`src/rtl/ofdm_rx_pkg.sv`:
```
// Shared OFDM receiver definitions: standard select, FFT sizes, data counts
// and the null/pilot subcarrier tables for 802.11a and 802.16d.
package ofdm_rx_pkg;

  typedef enum logic [0:0] {
    STD_11A = 1'b0,
    STD_16D = 1'b1
  } std_e;

  typedef enum logic [1:0] {
    BIN_DATA,
    BIN_PILOT,
    BIN_NULL
  } bin_class_e;

  localparam int FFT_N_11A  = 64;
  localparam int FFT_N_16D  = 256;
  localparam int DATA_N_11A = 48;
  localparam int DATA_N_16D = 192;

  localparam int NULL_LO_11A = 27;
  localparam int NULL_HI_11A = 37;
  localparam int NULL_LO_16D = 101;
  localparam int NULL_HI_16D = 155;

  localparam int PILOT_N_11A = 4;
  localparam int PILOT_N_16D = 8;
  localparam logic [PILOT_N_11A-1:0][7:0] PILOTS_11A =
    {8'd57, 8'd43, 8'd21, 8'd7};
  localparam logic [PILOT_N_16D-1:0][7:0] PILOTS_16D =
    {8'd243, 8'd218, 8'd193, 8'd168, 8'd88, 8'd63, 8'd38, 8'd13};

  // Encodings 2 and 3 fall back to 802.11a.
  function automatic std_e decode_std(input logic [1:0] std_raw);
    return (std_raw == 2'd1) ? STD_16D : STD_11A;
  endfunction

  function automatic logic [7:0] last_bin(input std_e s);
    return (s == STD_16D) ? 8'(FFT_N_16D - 1) : 8'(FFT_N_11A - 1);
  endfunction

endpackage

```
`src/rtl/pilots_remove_bin_map.sv`:
```
// Combinational subcarrier classifier: FFT bin index + standard -> DATA/PILOT/NULL.
module pilots_remove_bin_map
  import ofdm_rx_pkg::*;
(
  input  logic [7:0]  bin,
  input  std_e        std_sel,
  output bin_class_e  cls
);

  always_comb begin
    // NOTE: default first so every path assigns cls and no latch is inferred.
    cls = BIN_DATA;
    if (std_sel == STD_16D) begin
      for (int i = 0; i < PILOT_N_16D; i++)
        if (bin == PILOTS_16D[i]) cls = BIN_PILOT;
      if (bin == 8'd0 || (bin >= 8'(NULL_LO_16D) && bin <= 8'(NULL_HI_16D)))
        cls = BIN_NULL;
    end else begin
      for (int i = 0; i < PILOT_N_11A; i++)
        if (bin == PILOTS_11A[i]) cls = BIN_PILOT;
      if (bin == 8'd0 || (bin >= 8'(NULL_LO_11A) && bin <= 8'(NULL_HI_11A)))
        cls = BIN_NULL;
    end
  end

endmodule

```
`src/rtl/pilots_remove.sv`:
```
// Strips pilot and null subcarriers from a Wishbone-style FFT bin stream.
// Define PILOTS_REMOVE_PILOT_OUT_EN to expose pilots on PIL_DAT_O/PIL_STB_O.
module pilots_remove
  import ofdm_rx_pkg::*;
#(
  parameter int DW = 32
) (
  input  logic          CLK_I,
  input  logic          RST_I,
  input  logic [DW-1:0] DAT_I,
  input  logic          CYC_I,
  input  logic          STB_I,
  input  logic          WE_I,
  output logic          ACK_O,
  output logic [DW-1:0] DAT_O,
  output logic          CYC_O,
  output logic          STB_O,
  output logic          WE_O,
  input  logic          ACK_I,
  input  logic [1:0]    STD
`ifdef PILOTS_REMOVE_PILOT_OUT_EN
  ,
  output logic [DW-1:0] PIL_DAT_O,
  output logic          PIL_STB_O
`endif
);

  typedef enum logic [1:0] {
    S_IDLE,
    S_RUN,
    S_FLUSH
  } state_e;

  state_e     state;
  logic [7:0] bin;
  std_e       std_q;
  std_e       std_cur;
  bin_class_e cls;
  logic       wr_req;
  logic       is_data;
  logic       in_xfer;
  logic       out_xfer;
  logic       stb_nxt;

  // Bin 0 is where the new standard is sampled, so classify it with the live input.
  assign std_cur = (bin == 8'd0) ? decode_std(STD) : std_q;

  pilots_remove_bin_map u_bin_map (
    .bin     (bin),
    .std_sel (std_cur),
    .cls     (cls)
  );

  assign is_data  = (cls == BIN_DATA);
  assign wr_req   = CYC_I & STB_I & WE_I;
  assign ACK_O    = wr_req & (~STB_O | ACK_I | ~is_data);
  assign in_xfer  = wr_req & ACK_O;
  assign out_xfer = STB_O & ACK_I;
  assign stb_nxt  = (in_xfer & is_data) | (STB_O & ~ACK_I);

  // NOTE: sequential state uses non-blocking assignments so all flops update together.
  always_ff @(posedge CLK_I or posedge RST_I) begin
    if (RST_I) begin
      bin   <= 8'd0;
      std_q <= STD_11A;
    end else if (!CYC_I) begin
      bin <= 8'd0;
    end else if (in_xfer) begin
      if (bin == 8'd0) std_q <= std_cur;
      bin <= (bin == last_bin(std_cur)) ? 8'd0 : bin + 8'd1;
    end
  end

  always_ff @(posedge CLK_I or posedge RST_I) begin
    if (RST_I) begin
      DAT_O <= '0;
      STB_O <= 1'b0;
    end else begin
      if (in_xfer && is_data) DAT_O <= DAT_I;
      STB_O <= stb_nxt;
    end
  end

  always_ff @(posedge CLK_I or posedge RST_I) begin
    if (RST_I) begin
      state <= S_IDLE;
      CYC_O <= 1'b0;
      WE_O  <= 1'b0;
    end else begin
      case (state)
        S_IDLE: if (CYC_I) begin
          state <= S_RUN;
          CYC_O <= 1'b1;
          WE_O  <= 1'b1;
        end
        S_RUN: if (!CYC_I) begin
          // Look at the next-cycle strobe: a sample acked right now needs no flush.
          state <= stb_nxt ? S_FLUSH : S_IDLE;
          CYC_O <= stb_nxt;
          WE_O  <= stb_nxt;
        end
        S_FLUSH: begin
          if (CYC_I) begin
            state <= S_RUN;
          end else if (out_xfer) begin
            state <= S_IDLE;
            CYC_O <= 1'b0;
            WE_O  <= 1'b0;
          end
        end
        default: begin
          state <= S_IDLE;
          CYC_O <= 1'b0;
          WE_O  <= 1'b0;
        end
      endcase
    end
  end

`ifdef PILOTS_REMOVE_PILOT_OUT_EN
  always_ff @(posedge CLK_I or posedge RST_I) begin
    if (RST_I) begin
      PIL_DAT_O <= '0;
      PIL_STB_O <= 1'b0;
    end else begin
      PIL_STB_O <= in_xfer & (cls == BIN_PILOT);
      if (in_xfer && cls == BIN_PILOT) PIL_DAT_O <= DAT_I;
    end
  end
`endif

endmodule

```
`config.mk`:
```
export PLATFORM = sky130hd
export DESIGN_NAME = pilots_remove
export DESIGN_NICKNAME = d
export VERILOG_FILES = /design/src/rtl/ofdm_rx_pkg.sv /design/src/rtl/pilots_remove_bin_map.sv /design/src/rtl/pilots_remove.sv
export SDC_FILE = /design/constraint.sdc
export NUM_CORES = 1
export LEC_CHECK = 0
export CAP_MARGIN = 20
export CORE_MARGIN = 1.5
export CORE_UTILIZATION = 35
export DETAILED_ROUTE_END_ITERATION = 10
export PLACE_DENSITY = 0.65
export REMOVE_ABC_BUFFERS = 1
export SLEW_MARGIN = 20
export SYNTH_ARGS = -nofsm -noshare
export SYNTH_HDL_FRONTEND = slang
export SYNTH_SLANG_ARGS = --single-unit
```
`constraint.sdc`:
```
create_clock -name CLK_I -period 3.8 [get_ports CLK_I]
set_input_delay 0.57 -clock CLK_I [delete_from_list [all_inputs] [get_ports CLK_I]]
set_output_delay 0.57 -clock CLK_I [all_outputs]
set_load 0.02 [all_outputs]
```
==> impl_metrics.yaml, run 1 <==
sta:
  fin_hold_ws_ns: 0.488
  fin_skew_ns: 0.00536
  min_period_over_period_pct: 94.0
  timing_hold_violations_final: 0
  fin_crit_ns: 3.57
  slew_viol_final: 0
  grt_setup_unrepaired: "no"
  slew_headroom_pct: 41.9
  maxClockFrequency_ghz: 0.280
  tightestPinTransition_ns: 0.860
  tns_ns: 0
  setup_viol: 0
final_layout:
  final_cell_mix: "clkdlybuf4s50_1 (75), dfrtp_1 (45), mux2_4 (20)"
  nNetsFinal: 330
  fin_util_pct: 49.8
  num-fill-cells: 602
  multi_input_comb_area_mm2: 0.00119
  areaGrowthSynthToFinish_pct: 38.4
  n_antenna_cell: 0
  seq_area_mm2: 0.00113
  layout-drive-gt1-share_pct: 16.1
  layout_commonest_cell: "clkdlybuf4s50_1"
setup_path:
  worstPathCellList: "inv_1 > ha_1 > or4b_1 > a311oi_1 > o21a_1 > o31a_1 > o211ai_1 > inv_1 > clkdlybuf4s50_1"
  required_ns: 3.23
  worstSetupStartpointType: "flip-flop"
  crit_path_end_kind: "output pin"
  crit_fanout: 6
  critPathKind: "reg2out"
  crit_top_cell: "inv_1"
  critical-path-max-stage-delay_ns: 0.61
  cp.arrival_ns: 3.00
  critPathSlowestCell: "clkdlybuf4s50_1"
route:
  vias: 1887
  drt-total-wl_mm: 5.51
  drc: 0
  ant_nets: 0
  dr.pass1.iters: 4
  drt_iter0_markers: 212
  detail_route.wl_per_cell_um: 14.4
  viasPerCell: 4.94
global_routing:
  grt_start_max_net_pins: 46
  track_usage_pct: 14.8
  grt_pass1_vias: 1733
  grt.overflow.total: 0
  grt_pass1_wl_mm: 8.78
  antenna_found_initial: 0
clocking:
  numCtsBuffers: 5
  cts_resized: 0
  h-tree-depth: 2
  cts_setup_buffers: 0
  cts_tree: "done"
  cts.path.max_buffers: 2
  hold_buffers: 0
  path_clk_slew_ns: 0.08
  worstSkewPairLatency_ns: 0.29
  cts-root-buf: "clkbuf_8"
  cts.sinks: 45
yosys:
  synth-seq-cells: 45
  syn_inst: 210
  ys.flop_type: "dfrtp_1"
  yosys_warnings: 0
  syn_area_mm2: 0.00245
  avgSynthCellArea_um2: 11.6
  synth_cell_type_count: 51
  synth_edf_count: 0
  async_reset_ff_share_pct: 100
  yosysSeqAreaShare_pct: 46.0
die:
  rows: 30
  die_w_um: 86.6
  die_area_mm2: 0.00750
  start_util_pct: 36.0
  ios: 76
  dieHeight_um: 86.6
  fp.coreArea_mm2: 0.00679
power_and_ir_drop:
  power_mw: 1.74
  power.density_mw_per_mm2: 513
  leakage_nw: 1.41
  max-vdd-ir-drop_uv: 244
place:
  port_buffers: 75
  gp_congestion: 0.863
  dp_hpwl_mm: 4.03
status:
  outcome: "complete, no violations"
run:
  maxCapViolCount: 0
min_path:
  min_path_type: "reg2reg"
[critical path: cells and delay by family (launching register included)]
family / cells / cell delay, ns
flops: 1 / 0.44
buf+inv: 3 / 0.81
compound gates: 4 / 0.79
simple gates: 1 / 0.44
fa+ha+maj: 1 / 0.24
[synth_stat cells (4+ instances only)]
library cell	number	area, um^2
buf_6	4	45.0
o211ai_1	5	37.5
mux2_1	9	101
mux2_4	20	300
nand3_1	7	35.0
ha_1	4	50.1
dfrtp_1	45	1130
a21oi_1	6	30.0
a31oi_1	4	25.0
nor2_1	11	41.3
inv_1	11	41.3
nand2_1	12	45.0
mux2_2	5	56.3
nand2b_1	5	31.3
[worst paths after layout]
kind / to / slack, ns / cells after the start / startpoint
min reg2reg: DAT_O[26]$_DFFE_PP0P_ / 0.49 / 1 / DAT_O[26]$_DFFE_PP0P_
min: DAT_O[26]$_DFFE_PP0P_ / 0.49 / 1 / DAT_O[26]$_DFFE_PP0P_
max reg2reg: DAT_O[21]$_DFFE_PP0P_ / 0.70 / 10 / bin[0]$_DFFE_PP0P_
max in group asynchronous: DAT_O[22]$_DFFE_PP0P_ / 2.74 / 3 / RST_I
min in group asynchronous: DAT_O[7]$_DFFE_PP0P_ / 0.57 / 2 / RST_I
max: ACK_O / 0.23 / 9 / bin[1]$_DFFE_PP0P_
[layout make-up]
cell class,count,share of cell area [%]
Timing Repair Buffer,80,23.7
Multi-Input combinational cell,143,35.3
Inverter,11,1.22
Sequential cell,45,33.3
Tap cell,96,3.55
Clock buffer,5,2.03
Clock inverter,2,1.03
[metrics by stage]
stage / setup WS [ns] / instances / instance area [um^2]
floorplan: 0.132 / 199 / 2360
global placement: 0.634 / 374 / 3260
detailed placement: 0.576 / 374 / 3260
CTS: 0.239 / 381 / 3370
global route: 0.0207 / 382 / 3390
finish: 0.228 / 382 / 3390
[cells by family (layout without fill, tap and decap cells)]
family	count (synthesis)	after routing	synth area share (%)
muxes	37	37	19.9
buffers and inverters	22	98	5.17
and+or+nand+nor	59	59	13.9
adders and majority gates	4	4	2.05
AOI/OAI and AO/OA	43	43	12.9
DFF	45	45	46.0
[metal layers]
| layer | vias up | wire length, um | part of all wire (%) | GRT usage, % |
|---|---|---|---|---|
| met5 | - | 0 | 0 | 0 |
| met4 | 0 | 28 | 0.51 | 3.52 |
| met3 | 2 | 246 | 4.5 | 2.19 |
| met2 | 57 | 2650 | 48 | 24.0 |
| met1 | 911 | 2580 | 47 | 20.7 |
| li1 | 917 | - | - | - |
[sequential cells by signal (all words and copies together) (netlist names)]
register,count
STB_O,1
DAT_O,32
state,2
WE_O,1
bin,8
std_q,1
[report_power, final]
part	internal, mW	total (mW)	switching (mW)	leakage, nW
Clock	0.191	0.346	0.155	0.0540
Sequential	0.612	0.684	0.0715	0.568
Combinational	0.403	0.708	0.305	0.790
No activity file was read; power rests on OpenSTA's default activity.
==> inputs of run 2 (changes only) <==
--- a/config.mk
+++ b/config.mk
@@ -6,7 +6,6 @@
 export NUM_CORES = 1
 export LEC_CHECK = 0
 export CAP_MARGIN = 20
-export CORE_MARGIN = 1.5
 export CORE_UTILIZATION = 35
 export DETAILED_ROUTE_END_ITERATION = 10
 export PLACE_DENSITY = 0.65
==> run 2 against run 1 <==
  * Worst setup slack about the same
  * Critical path depth unchanged
  * Clock power up 7.5%
  * Clock skew down 0.0017 ns
  * Clock-buffer cell count up 2
  * Flip-flop and latch count unchanged
  * Highest routed layer unchanged
==> impl_metrics.yaml, run 2 (synthesis gave the netlist of run 1 again) <==
clocking:
  cts.sinks: 45
  hold_buffers: 0
  cts-root-buf: "clkbuf_8"
  worstSkewPairLatency_ns: 0.29
  cts_resized: 0
  path_clk_slew_ns: 0.08
  numCtsBuffers: 5
  cts.path.max_buffers: 2
  cts_setup_buffers: 0
  h-tree-depth: 2
  cts_tree: "done"
die:
  dieHeight_um: 85.6
  die_area_mm2: 0.00733
  start_util_pct: 36.2
  ios: 76
  die_w_um: 85.6
  rows: 30
  fp.coreArea_mm2: 0.00676
route:
  drc: 0
  dr.pass1.iters: 4
  drt-total-wl_mm: 5.70
  viasPerCell: 5.19
  drt_iter0_markers: 154
  ant_nets: 0
  vias: 1906
  detail_route.wl_per_cell_um: 15.5
setup_path:
  critPathKind: "reg2out"
  regToRegSetupSlack_ns: 0.87
  rr_startpoint: "bin[0]$_DFFE_PP0P_"
  required_ns: 3.23
  reg2reg_to: "DAT_O[22]$_DFFE_PP0P_"
  worstSetupStartpointType: "flip-flop"
  crit_fanout: 6
  reg2reg_depth: 10
  cp.arrival_ns: 3.00
  crit_path_end_kind: "output pin"
final_layout:
  final_cell_mix: "clkdlybuf4s50_1 (75), dfrtp_1 (45), mux2_4 (20)"
  layout_commonest_cell: "clkdlybuf4s50_1"
  n_antenna_cell: 0
  layout-drive-gt1-share_pct: 15.7
  num-fill-cells: 604
  largest_reg_flops: 32
  regMostFlops: "DAT_O"
  top_regs: "DAT_O (32), bin (8), state (2)"
  areaGrowthSynthToFinish_pct: 38.1
  nNetsFinal: 330
power_and_ir_drop:
  power.density_mw_per_mm2: 522
  max-vdd-ir-drop_uv: 211
  leakage_nw: 1.41
  power_mw: 1.76
min_path:
  min_path_type: "reg2reg"
  holdPathStages: 1
  hold_end: "DAT_O[29]$_DFFE_PP0P_"
  hp-start: "DAT_O[29]$_DFFE_PP0P_"
global_routing:
  met3_usage_pct: 2.79
  antenna_found_initial: 0
  grt_pass1_vias: 1885
  grt.overflow.total: 0
  grt.met1_usage_pct: 23.2
  track_usage_pct: 16.3
  grt_pass1_wl_mm: 9.47
  grt_busiest_layer: "met2"
  grt_use_met2_pct: 26.0
  grt_start_max_net_pins: 46
sta:
  grt_setup_unrepaired: "no"
  timing_hold_violations_final: 0
  setup_viol: 0
  slew_headroom_pct: 40.9
  tns_ns: 0
  min_period_over_period_pct: 94.0
  fin_skew_ns: 0.00361
  fin_crit_ns: 3.57
  maxClockFrequency_ghz: 0.280
  slew_viol_final: 0
  tightestPinTransition_ns: 0.876
place:
  dp_hpwl_mm: 4.22
  port_buffers: 75
  gp_congestion: 0.929
status:
  outcome: "complete, no violations"
run:
  maxCapViolCount: 0
-- run 2: cell types whose count changed in the layout (fill, tap and decap cells not counted) --
cell and change:
inv_2 -1, clkbuf_1 +1, clkbuf_8 +1, clkinv_2 -1, clkinv_1 +1
-- run 2: worst max-delay path by stage --
stage	startpoint	cells after the start	endpoint	slack (ns)
2_1_floorplan	bin[0]$_DFFE_PP0P_	8	DAT_O[20]$_DFFE_PP0P_	0.13
5_1_grt	bin[1]$_DFFE_PP0P_	9	ACK_O	0.03
3_3_place_gp	bin[1]$_DFFE_PP0P_	9	ACK_O	0.61
3_5_place_dp	bin[1]$_DFFE_PP0P_	9	ACK_O	0.54
4_1_cts	bin[1]$_DFFE_PP0P_	9	ACK_O	0.22
6_report	bin[1]$_DFFE_PP0P_	9	ACK_O	0.23
-- run 2: stage by stage --
stage,std cells,instance area (um^2),hold WS [ns],util (%),worst slack [ns]
floorplan,199,2360,0.491,-,0.132
global placement,359,3260,0.469,48.3,0.608
detailed placement,359,3260,0.477,48.3,0.540
CTS,367,3380,0.497,50.0,0.216
global route,367,3380,0.521,50.0,0.0299
finish,367,3380,0.493,50.0,0.227
-- run 2: cell type report --
| cell class | instances | area [um^2] | area share, % |
|---|---|---|---|
| Multi-Input combinational cell | 143 | 1190 | 35.3 |
| Sequential cell | 45 | 1130 | 33.3 |
| Timing Repair Buffer | 80 | 801 | 23.7 |
| Tap cell | 80 | 100 | 2.96 |
| Clock buffer | 7 | 86.3 | 2.56 |
| Inverter | 11 | 41.3 | 1.22 |
| Clock inverter | 1 | 30.0 | 0.889 |
-- run 2: metal layers --
layer / part of all wire, % / wire length (um)
met1: 45 / 2590
met2: 49 / 2790
met3: 4.8 / 274
met4: 0.93 / 53
met5: 0 / 0
-- run 2: power by group --
group          switching [mW]  internal, mW  total, mW
Sequential             0.0720         0.612      0.684
Clock                   0.157         0.215      0.372
Combinational           0.306         0.402      0.709
Total                   0.536          1.23       1.76
-- run 2: worst max-delay path, cell delays in order (launching register included) --
cell and delay [ns]:
dfrtp_1 0.43, inv_1 0.10, ha_1 0.25, or4b_1 0.45, a311oi_1 0.29, o21a_1 0.17, o31a_1 0.15, o211ai_1 0.19
inv_1 0.10, clkdlybuf4s50_1 0.60
==> inputs of run 3 (changes only) <==
==> constraint.sdc (replaced) <==
create_clock -name CLK_I -period 4 [get_ports CLK_I]
set_input_delay 0.8 -clock CLK_I [delete_from_list [all_inputs] [get_ports CLK_I]]
set_output_delay 0.8 -clock CLK_I [all_outputs]
set_load 0.02 [all_outputs]
==> run 3 against run 2 <==
  * Worst hold slack worse by 0.0043 ns
  * Clock skew up 0.00080 ns
  * Worst setup slack better by 0.29 ns
  * Global-route usage down 0.65 points
  * Routed wire length down 2.6%
  * Clock-buffer cell count down 2
  * First-iteration DRC count down 50%
  * Via count down 0.63%
  * Critical path depth unchanged
  * Flip-flop and latch count unchanged
  * Die area unchanged
  * Register-to-register slack better by 0.02 ns
==> impl_metrics.yaml, run 3 (synthesis gave the netlist of run 1 again) <==
place:
  port_buffers: 75
  gp_congestion: 0.882
  dp_cells: 360
  dp_hpwl_mm: 4.09
setup_path:
  required_ns: 3.20
  cp.arrival_ns: 2.69
  critPathKind: "reg2out"
  crit_fanout: 6
  critPathLaunch: "bin[1]$_DFFE_PP0P_"
  worstSetupStartpointType: "flip-flop"
  crit_path_end_kind: "output pin"
  rr_startpoint: "bin[0]$_DFFE_PP0P_"
  regToRegSetupSlack_ns: 0.89
sta:
  fin_skew_ns: 0.00441
  tns_ns: 0
  fin_crit_ns: 3.49
  setup_viol: 0
  slew_viol_final: 0
  min_period_over_period_pct: 87.1
  timing_hold_violations_final: 0
  grt_setup_unrepaired: "no"
  slew_headroom_pct: 37.3
  tightestPinTransition_ns: 0.928
  maxClockFrequency_ghz: 0.287
route:
  detail_route.wl_per_cell_um: 15.1
  drt_iter0_markers: 77
  drt-total-wl_mm: 5.55
  dr.pass1.iters: 4
  ant_nets: 0
  vias: 1894
  viasPerCell: 5.16
  drc: 0
die:
  die_w_um: 85.6
  ios: 76
  start_util_pct: 36.2
  fp.coreArea_mm2: 0.00676
  rows: 30
  dieHeight_um: 85.6
  die_area_mm2: 0.00733
global_routing:
  grt_start_max_net_pins: 34
  track_usage_pct: 15.6
  grt_pass1_vias: 1787
  grt.overflow.total: 0
  antenna_found_initial: 0
  grt_pass1_wl_mm: 9.08
clocking:
  cts_tree: "done"
  numCtsBuffers: 5
  h-tree-depth: 2
  cts.sinks: 45
  cts.path.max_buffers: 2
  path_clk_slew_ns: 0.08
  worstSkewPairLatency_ns: 0.30
  cts-root-buf: "clkbuf_8"
final_layout:
  nNetsFinal: 331
  layout-drive-gt1-share_pct: 16.0
  regMostFlops: "DAT_O"
  final_cells: 367
  layout_commonest_cell: "clkdlybuf4s50_1"
  final_cell_mix: "clkdlybuf4s50_1 (74), dfrtp_1 (45), mux2_4 (20)"
  top_regs: "DAT_O (32), bin (8), state (2)"
  n_antenna_cell: 0
  num-fill-cells: 606
  largest_reg_flops: 32
  areaGrowthSynthToFinish_pct: 37.5
power_and_ir_drop:
  sw_frac_of_total_pct: 30.6
  clockPowerShare_pct: 20.1
  seqPwrFrac_pct: 39.3
  p_int_mw: 1.15
  power.density_mw_per_mm2: 491
  p_switching_mw: 0.506
  leakage_nw: 1.43
  p_comb_share_pct: 40.6
  max-vdd-ir-drop_uv: 231
min_path:
  min_path_type: "reg2reg"
  hp-start: "DAT_O[23]$_DFFE_PP0P_"
status:
  outcome: "complete, no violations"
run:
  maxCapViolCount: 0
run 3: cell types whose count changed in the layout (fill, tap and decap cells not counted), sizes merged:
| cell | delta |
|---|---|
| dlymetal6s2s | +1 |
| clkdlybuf4s50 | -1 |
| clkbuf | -2 |
| buf | +1 |
| clkinv | +1 |
run 3: layout make-up:
| class | count | area, um^2 | share of cell area, % |
|---|---|---|---|
| Clock buffer | 5 | 68.8 | 2.05 |
| Inverter | 11 | 41.3 | 1.23 |
| Timing Repair Buffer | 81 | 798 | 23.7 |
| Tap cell | 80 | 100 | 2.98 |
| Multi-Input combinational cell | 143 | 1190 | 35.5 |
| Sequential cell | 45 | 1130 | 33.5 |
| Clock inverter | 2 | 35.0 | 1.04 |
run 3: timing repair:
item | in CTS | in global routing
endpoints found under the setup margin | 0 | 1
hold buffers | 0 | 0
gates resized for setup | 0 | 1
buffers inserted | 0 | 0
run 3: path summary, 6_finish.rpt:
kind	end	cells past startpoint
max in group asynchronous	DAT_O[10]$_DFFE_PP0P_	3
setup reg to reg	DAT_O[22]$_DFFE_PP0P_	10
hold / removal	DAT_O[23]$_DFFE_PP0P_	1
setup / recovery	ACK_O	9
min in group asynchronous	DAT_O[5]$_DFFE_PP0P_	2
hold reg to reg	DAT_O[23]$_DFFE_PP0P_	1
run 3: layer usage:
metal  track usage [%]  part of all wire (%)  routed length [um]
met4              6.06                   1.7                  95
met2              23.8                    46                2560
met3              2.50                   4.2                 231
met5                 0                     0                   0
met1              22.3                    48                2670
run 3: per-stage QoR:
stage               total power [mW]  area, um^2  setup slack [ns]  hold WS, ns  util (%)
global placement                1.32        3260             0.453        0.467      48.2
detailed placement              1.33        3260             0.357        0.474      48.2
global route                    1.74        3360             0.298        0.514      49.8
CTS                             1.67        3360             0.140        0.494      49.7
finish                          1.65        3360             0.515        0.489      49.8
floorplan                      0.993        2360             0.332        0.491         -
run 3: critical path: stages, from the launching register on:
cell	delay, ns
dfrtp_1	0.43
inv_1	0.09
ha_1	0.26
or4b_1	0.45
a311oi_1	0.29
o21a_1	0.16
o31a_1	0.16
o211ai_1	0.22
inv_1	0.10
dlymetal6s2s_1	0.23
run 3: power groups by stage:
stage          combinational, mW  clock [mW]  sequential [mW]
4_1_cts                    0.678       0.347            0.648
2_1_floorplan              0.183           0            0.811
6_report                   0.671       0.332            0.648
3_5_place_dp               0.675           0            0.655
3_3_place_gp               0.673           0            0.650
5_1_grt                    0.705       0.368            0.663
